File: src/rtl/plot_sched_pkg.sv
// -----------------------------------------------------------------------------
// plot_sched_pkg
//   Shared definitions for player_plot_scheduler:
//   - sched_state_e : scheduler FSM state encoding
//   - pos_width     : width of one packed {x,y} position slice
//   - player_colour : fixed colour per player index
// -----------------------------------------------------------------------------
package plot_sched_pkg;

  // ST_GRANT is the first cycle a player pixel is presented, ST_HOLD is any
  // following cycle in which the sink has not yet accepted it.
  typedef enum logic [1:0] {
    ST_IDLE  = 2'b00,
    ST_GRANT = 2'b01,
    ST_HOLD  = 2'b10,
    ST_CLEAR = 2'b11
  } sched_state_e;

  // Width of one {x,y} slice on the packed position bus.
  function automatic int pos_width(input int x_w, input int y_w);
    return x_w + y_w;
  endfunction

  // Colour drawn for each player channel.
  function automatic logic [2:0] player_colour(input logic [2:0] idx);
    logic [2:0] col;
    case (idx)
      3'd0:    col = 3'b001;
      3'd1:    col = 3'b010;
      3'd2:    col = 3'b100;
      3'd3:    col = 3'b110;
      3'd4:    col = 3'b011;
      3'd5:    col = 3'b101;
      3'd6:    col = 3'b111;
      default: col = 3'b111;
    endcase
    return col;
  endfunction

endpackage

File: src/rtl/player_plot_scheduler_rr_arbiter.sv
// -----------------------------------------------------------------------------
// rr_arbiter
//   Combinational round-robin picker: returns the lowest-index requester at or
//   after ptr_i+1, wrapping modulo N.
//   Ports:
//     req_i  [N]  request vector
//     ptr_i  [IW] index of the most recently granted requester
//     gnt_o  [IW] selected index (valid only when any_o=1)
//     any_o       at least one request is present
// -----------------------------------------------------------------------------
module rr_arbiter #(
  parameter int N  = 4,
  parameter int IW = (N > 1) ? $clog2(N) : 1
) (
  input  logic [N-1:0]  req_i,
  input  logic [IW-1:0] ptr_i,
  output logic [IW-1:0] gnt_o,
  output logic          any_o
);

  // Scan from farthest to nearest so the nearest requester after ptr wins.
  always_comb begin
    int raw;
    int idx;
    raw   = 0;
    idx   = 0;
    gnt_o = '0;
    any_o = |req_i;
    for (int k = N; k >= 1; k--) begin
      raw   = int'(ptr_i) + k;
      idx   = (raw >= N) ? (raw - N) : raw;
      gnt_o = req_i[idx[IW-1:0]] ? idx[IW-1:0] : gnt_o;
    end
  end

endmodule

File: src/rtl/player_plot_scheduler.sv
// -----------------------------------------------------------------------------
// player_plot_scheduler
//   Funnels per-player position updates into the single pixel-write port of
//   the VGA adapter. Updates are coalesced per player, granted round-robin and
//   emitted one pixel per grant over a plot/plot_ready handshake. Optionally
//   sweeps the whole framebuffer to BG_COLOUR.
//
//   Build option: define PLOT_SCHED_CLEAR_EN to include the clear sweep, the
//   clear latch and the busy flag. Without it clear_req is ignored and busy=0.
//
//   Ports:
//     CLOCK_50    clock, rising edge
//     reset       asynchronous active-high reset
//     pos         packed {x,y} per player, player i in slice i
//     pos_update  per-player strobe: slice i is new
//     clear_req   strobe: start a framebuffer clear
//     plot_ready  sink accepts the current pixel
//     x, y        pixel coordinates
//     colour      pixel colour
//     plot        pixel valid
//     busy        clear sweep in progress
//     overrun     sticky per player: update arrived while already pending
// -----------------------------------------------------------------------------
module player_plot_scheduler
  import plot_sched_pkg::*;
#(
  parameter int         NUM_PLAYERS = 4,
  parameter int         X_W         = 8,
  parameter int         Y_W         = 7,
  parameter int         X_MAX       = 159,
  parameter int         Y_MAX       = 119,
  parameter logic [2:0] BG_COLOUR   = 3'b000
) (
  input  logic                                 CLOCK_50,
  input  logic                                 reset,
  input  logic [NUM_PLAYERS*(X_W+Y_W)-1:0]     pos,
  input  logic [NUM_PLAYERS-1:0]               pos_update,
  input  logic                                 clear_req,
  input  logic                                 plot_ready,
  output logic [X_W-1:0]                       x,
  output logic [Y_W-1:0]                       y,
  output logic [2:0]                           colour,
  output logic                                 plot,
  output logic                                 busy,
  output logic [NUM_PLAYERS-1:0]               overrun
);

  localparam int PW = pos_width(X_W, Y_W);
  localparam int IW = (NUM_PLAYERS > 1) ? $clog2(NUM_PLAYERS) : 1;

  logic [PW-1:0]          shadow_q [NUM_PLAYERS];
  logic [NUM_PLAYERS-1:0] pending_q, pending_d;
  logic [NUM_PLAYERS-1:0] overrun_q, overrun_d;
  logic [NUM_PLAYERS-1:0] grant_mask_s;
  logic [IW-1:0]          ptr_q, ptr_d;
  logic [IW-1:0]          gnt_s;
  logic                   any_s;
  logic [PW-1:0]          gshadow_s;

  sched_state_e           state_q, state_d;
  logic [X_W-1:0]         x_q, x_d;
  logic [Y_W-1:0]         y_q, y_d;
  logic [2:0]             colour_q, colour_d;
  logic                   plot_q, plot_d;

  logic                   grant_fire_s;
  logic                   enter_clear_s;
  logic                   clear_pend_s;

  rr_arbiter #(
    .N  (NUM_PLAYERS),
    .IW (IW)
  ) u_arb (
    .req_i (pending_q),
    .ptr_i (ptr_q),
    .gnt_o (gnt_s),
    .any_o (any_s)
  );

  assign gshadow_s = shadow_q[gnt_s];

  // One-hot of the player being granted on this edge (empty when no grant).
  always_comb begin
    grant_mask_s = '0;
    if (grant_fire_s) begin
      grant_mask_s[gnt_s] = 1'b1;
    end else begin
      grant_mask_s = '0;
    end
  end

  // A granted player leaves pending unless a fresh update lands on the same
  // edge; only an update to a still-waiting player counts as an overrun.
  assign pending_d = (pending_q & ~grant_mask_s) | pos_update;
  assign overrun_d = overrun_q | (pos_update & pending_q & ~grant_mask_s);
  assign ptr_d     = grant_fire_s ? gnt_s : ptr_q;

`ifdef PLOT_SCHED_CLEAR_EN
  localparam logic [X_W-1:0] X_LAST = X_W'(X_MAX);
  localparam logic [Y_W-1:0] Y_LAST = Y_W'(Y_MAX);

  logic clr_latch_q, clr_latch_d;
  logic busy_q;

  // clear_req is only consulted outside the sweep, so a request that arrives
  // during a sweep is dropped.
  assign clear_pend_s = clear_req | clr_latch_q;
  assign clr_latch_d  = (clr_latch_q | (clear_req & (state_q != ST_CLEAR))) & ~enter_clear_s;

  // Clear latch and busy flag.
  always_ff @(posedge CLOCK_50 or posedge reset) begin
    if (reset) begin
      clr_latch_q <= 1'b0;
      busy_q      <= 1'b0;
    end else begin
      clr_latch_q <= clr_latch_d;
      busy_q      <= (state_d == ST_CLEAR);
    end
  end

  assign busy = busy_q;
`else
  localparam int unused_sweep_dims = X_MAX + Y_MAX;
  logic unused_clear_s;

  assign unused_clear_s = clear_req;
  assign clear_pend_s   = 1'b0;
  assign busy           = 1'b0;
`endif

  // Next-state and next-output logic of the scheduler FSM.
  always_comb begin
    state_d       = state_q;
    x_d           = x_q;
    y_d           = y_q;
    colour_d      = colour_q;
    plot_d        = plot_q;
    grant_fire_s  = 1'b0;
    enter_clear_s = 1'b0;

    case (state_q)
      ST_IDLE: begin
        plot_d = 1'b0;
        if (clear_pend_s) begin
          enter_clear_s = 1'b1;
        end else if (any_s) begin
          grant_fire_s = 1'b1;
        end else begin
          state_d = ST_IDLE;
        end
      end

      ST_GRANT, ST_HOLD: begin
        if (!plot_ready) begin
          state_d = ST_HOLD;
        end else if (clear_pend_s) begin
          enter_clear_s = 1'b1;
        end else if (any_s) begin
          grant_fire_s = 1'b1;
        end else begin
          state_d = ST_IDLE;
          plot_d  = 1'b0;
        end
      end

`ifdef PLOT_SCHED_CLEAR_EN
      // x/y double as the raster counters while sweeping.
      ST_CLEAR: begin
        if (!plot_ready) begin
          state_d = ST_CLEAR;
        end else if ((x_q == X_LAST) && (y_q == Y_LAST)) begin
          if (any_s) begin
            grant_fire_s = 1'b1;
          end else begin
            state_d = ST_IDLE;
            plot_d  = 1'b0;
          end
        end else if (x_q == X_LAST) begin
          x_d = '0;
          y_d = y_q + Y_W'(1);
        end else begin
          x_d = x_q + X_W'(1);
        end
      end
`endif

      default: begin
        state_d = ST_IDLE;
        plot_d  = 1'b0;
      end
    endcase

    if (enter_clear_s) begin
      state_d  = ST_CLEAR;
      x_d      = '0;
      y_d      = '0;
      colour_d = BG_COLOUR;
      plot_d   = 1'b1;
    end else if (grant_fire_s) begin
      state_d  = ST_GRANT;
      x_d      = gshadow_s[PW-1 -: X_W];
      y_d      = gshadow_s[Y_W-1:0];
      colour_d = player_colour(3'(gnt_s));
      plot_d   = 1'b1;
    end else begin
      state_d  = state_d;
    end
  end

  // Per-player shadow positions; a same-edge grant reads the old value.
  always_ff @(posedge CLOCK_50 or posedge reset) begin
    if (reset) begin
      for (int i = 0; i < NUM_PLAYERS; i++) begin
        shadow_q[i] <= '0;
      end
    end else begin
      for (int i = 0; i < NUM_PLAYERS; i++) begin
        if (pos_update[i]) begin
          shadow_q[i] <= pos[i*PW +: PW];
        end
      end
    end
  end

  // FSM state, registered pixel outputs and request bookkeeping.
  always_ff @(posedge CLOCK_50 or posedge reset) begin
    if (reset) begin
      state_q   <= ST_IDLE;
      x_q       <= '0;
      y_q       <= '0;
      colour_q  <= 3'b000;
      plot_q    <= 1'b0;
      pending_q <= '0;
      overrun_q <= '0;
      ptr_q     <= IW'(NUM_PLAYERS - 1);
    end else begin
      state_q   <= state_d;
      x_q       <= x_d;
      y_q       <= y_d;
      colour_q  <= colour_d;
      plot_q    <= plot_d;
      pending_q <= pending_d;
      overrun_q <= overrun_d;
      ptr_q     <= ptr_d;
    end
  end

  assign x       = x_q;
  assign y       = y_q;
  assign colour  = colour_q;
  assign plot    = plot_q;
  assign overrun = overrun_q;

endmodule

File: config.mk
export PLATFORM = sky130hd
export DESIGN_NAME = player_plot_scheduler
export DESIGN_NICKNAME = d
export VERILOG_FILES = /design/src/rtl/plot_sched_pkg.sv /design/src/rtl/player_plot_scheduler_rr_arbiter.sv /design/src/rtl/player_plot_scheduler.sv
export SDC_FILE = /design/constraint.sdc
export NUM_CORES = 1
export LEC_CHECK = 0
export CORE_MARGIN = 10
export CORE_UTILIZATION = 50
export DETAILED_ROUTE_END_ITERATION = 12
export PLACE_DENSITY = 0.82
export SYNTH_ARGS = -nofsm -noshare
export SYNTH_HDL_FRONTEND = slang
export SYNTH_SLANG_ARGS = --single-unit
File: constraint.sdc
create_clock -name CLOCK_50 -period 2.92 [get_ports CLOCK_50]
set_input_delay 0.292 -clock CLOCK_50 [delete_from_list [all_inputs] [get_ports CLOCK_50]]
set_output_delay 0.292 -clock CLOCK_50 [all_outputs]
set_load 0.01 [all_outputs]
==> results.py <==
metrics = {
    "finish": {
        "nNetsFinal": 455,
        "regArea_um2": 2280,
        "nFillCells": 581,
        "num_antenna_cells": 0,
        "multi_input_area_um2": 1460,
        "area_growth_pct": 29.5,
        "fin_cells": 492,
        "fin_util": 0.661,
        "drive_above_1_share": 0.231,
        "final_cell_mix": "89 x dfrtp_1, 89 x clkdlybuf4s50_1, 60 x mux2_2",
        "final_area_um2": 5050,
    },
    "sta": {
        "hold_ws_ns": 0.358,
        "tightest_slew_ns": 1.13,
        "period_needed_ns": 2.22,
        "fin_skew_ns": 0.0122,
        "relSlewSlack": 0.249,
        "worst_slack_ns": 0.701,
        "timing.setup.tns_ns": 0,
        "hold_violations": 0,
        "grt_setup_unrepaired": "false",
        "final_max_slew_viol_count": 0,
        "finalSetupViolCount": 0,
        "fin_crit_sh": 0.760,
        "max_freq_mhz": 451,
    },
    "synth": {
        "yosysWarnings": 0,
        "synth_top_cell_area_share": 0.571,
        "synth-edff-count": 0,
        "synth_top_area_cell": "dfrtp_1",
        "synthDistinctLibCells": 34,
        "async_flop_share": 1.00,
        "ys_seq_area_frac": 0.584,
        "synthesis.instances": 300,
        "netlist_area_um2": 3900,
        "synthesis.nets": 370,
        "synth_area_leaders": "dfrtp_1 57%, mux2_2 17%, mux2i_1 3.8%, a221oi_1 3.4%, o22ai_1 2.7%",
        "avgSynthCellArea_um2": 13.0,
        "synthFlopType": "dfrtp_1",
        "ys_seq_elements": 91,
    },
    "cts": {
        "path_clk_slew_ns": 0.09,
        "numCtsBuffers": 9,
        "cts_root_buf": "clkbuf_8",
        "cts_hold_buf": 0,
        "cts.sinks": 91,
        "max-clock-path-buffers": 2,
        "ctsResizeCount": 0,
        "cts_tree": "built",
        "post_cts_buffers": 0,
        "cts_max_level": 3,
        "clk_latency_ns": 0.36,
    },
    "routing": {
        "vias": 2727,
        "drtAntennaViolNets": 0,
        "first_pass_iters": 4,
        "drc": 0,
        "first_iter_violations": 104,
        "wl_met1_mm": 3.94,
        "vias_per_cell": 5.54,
        "wl_met2_mm": 4.77,
        "highest_layer": "met4",
        "dr_wl_met3_um": 768,
        "drt_wl_total_mm": 9.63,
        "wl_per_cell_um": 19.6,
    },
    "critical_path": {
        "r2r_slack_ns": 0.70,
        "r2r_end": "x[5]$_DFFE_PP0P_",
        "critical_path_buf_inv_count": 1,
        "crit_fanout": 8,
        "path_class": "reg -> reg",
        "slowest_stage": "dfstp_2",
        "end_kind": "flip-flop",
        "reg2reg_depth": 6,
        "arrival_ns": 2.43,
        "crit_family": "compound AO/OA/AOI/OAI gates",
        "r2r-start": "ptr_q[1]$_DFFE_PP1P_",
        "cp_data_required_time_ns": 3.13,
        "slowest_delay_ns": 0.61,
        "start_kind": "flip-flop",
        "path_cells": "nand2b_2 > a21oi_2 > a311oi_4 > buf_4 > mux2i_1 > o22ai_1",
    },
    "placement": {
        "post-place-ws_ns": 0.593,
        "dp_cells": 476,
        "portBuffers": 89,
        "gp_congestion": 0.767,
        "placed_area_um2": 4860,
        "hpwl_mm": 7.07,
    },
    "floorplanning": {
        "die_width_um": 108,
        "rows": 32,
        "dieArea_um2": 11700,
        "pin_count": 92,
        "initial_core_util": 0.510,
        "die_h_um": 108,
        "coreArea_um2": 7650,
    },
    "global_routing": {
        "grt.total_usage": 0.167,
        "grt_antenna_before_repair": 0,
        "grt_pass1_wl_mm": 15.2,
        "grt_pass1_vias": 2943,
        "grt_max_degree": 49,
        "overflow": 0,
    },
    "power": {
        "vdd_drop_max_mv": 0.500,
        "pwr-share-clk": 0.175,
        "p_switching_mw": 1.85,
        "powerDensity_nw_per_um2": 967,
        "internal_power_mw": 3.03,
        "comb_power_share": 0.457,
        "pwr-share-seq": 0.369,
        "total_power_mw": 4.89,
        "p_sw_frac": 0.379,
        "p_leak_nw": 2.11,
    },
    "job": {
        "drv_cap": 0,
    },
    "min_path": {
        "hold_path_class": "in -> async",
    },
    "run_status": {
        "status": "complete, no violations",
    },
}
[layer usage]
layer / global-route usage / up-vias
met5: 0 / -
li1: - / 1248
met2: 0.277 / 105
met4: 0.0546 / 0
met1: 0.194 / 1358
met3: 0.0642 / 16
[worst max path at each step]
| stage | from | end | slack [ns] | cells after the start |
|---|---|---|---|---|
| detailed placement | plot_ready | pending_q[1]$_DFF_PP0_ | 0.59 | 8 |
| CTS | state_q[0]$_DFF_PP0_ | pending_q[1]$_DFF_PP0_ | 0.71 | 9 |
| floorplan | reset | colour[0]$_DFFE_PP0P_ | 0.27 | 1 |
| finish | ptr_q[1]$_DFFE_PP1P_ | x[5]$_DFFE_PP0P_ | 0.70 | 6 |
| global route | state_q[1]$_DFF_PP0_ | pending_q[1]$_DFF_PP0_ | 0.45 | 9 |
| global placement | plot_ready | overrun[1]$_DFF_PP0_ | 0.62 | 8 |
[power by group through the flow]
| stage | clock, mW | combinational [mW] | sequential [mW] |
|---|---|---|---|
| CTS | 0.865 | 2.25 | 1.80 |
| global placement | 0 | 2.17 | 1.81 |
| detailed placement | 0 | 2.24 | 1.82 |
| finish | 0.853 | 2.23 | 1.80 |
| global route | 0.912 | 2.44 | 1.84 |
| floorplan | 0 | 1.53 | 1.80 |
[synthesized netlist by cell type (4+ instances only)]
master    count
a221oi_1     15
o22ai_1      17
buf_1         5
clkbuf_1      7
dfrtp_1      89
buf_6         4
nor2_1       23
nand2_1      14
inv_1        10
mux2i_1      15
a21oi_1       9
mux2_2       60
[area by class of cell]
type | instances | area share
Tap cell | 102 | 0.0253
Clock buffer | 13 | 0.0295
Inverter | 10 | 0.00768
Sequential cell | 91 | 0.451
Timing Repair Buffer | 95 | 0.188
Multi-Input combinational cell | 178 | 0.290
Clock inverter | 3 | 0.00916
[cell families (layout without fill, tap and decap cells)]
group,count (synthesis),in the layout,share of synthesized area
buffers and inverters,31,121,0.0436
other,1,1,0.000961
AND/OR/NAND/NOR,42,42,0.0439
AO/OA/AOI/OAI,58,58,0.109
flip-flops,91,91,0.584
multiplexers,75,75,0.212
adder cells (fa/ha/maj),2,2,0.00641
[state kept, by name, summed over array words and instances, names as in the netlist]
signal	count
y	7
overrun	4
shadow_q	60
state_q	2
plot	1
colour	3
ptr_q	2
pending_q	4
x	8
Power figures use the tool's default switching activity.
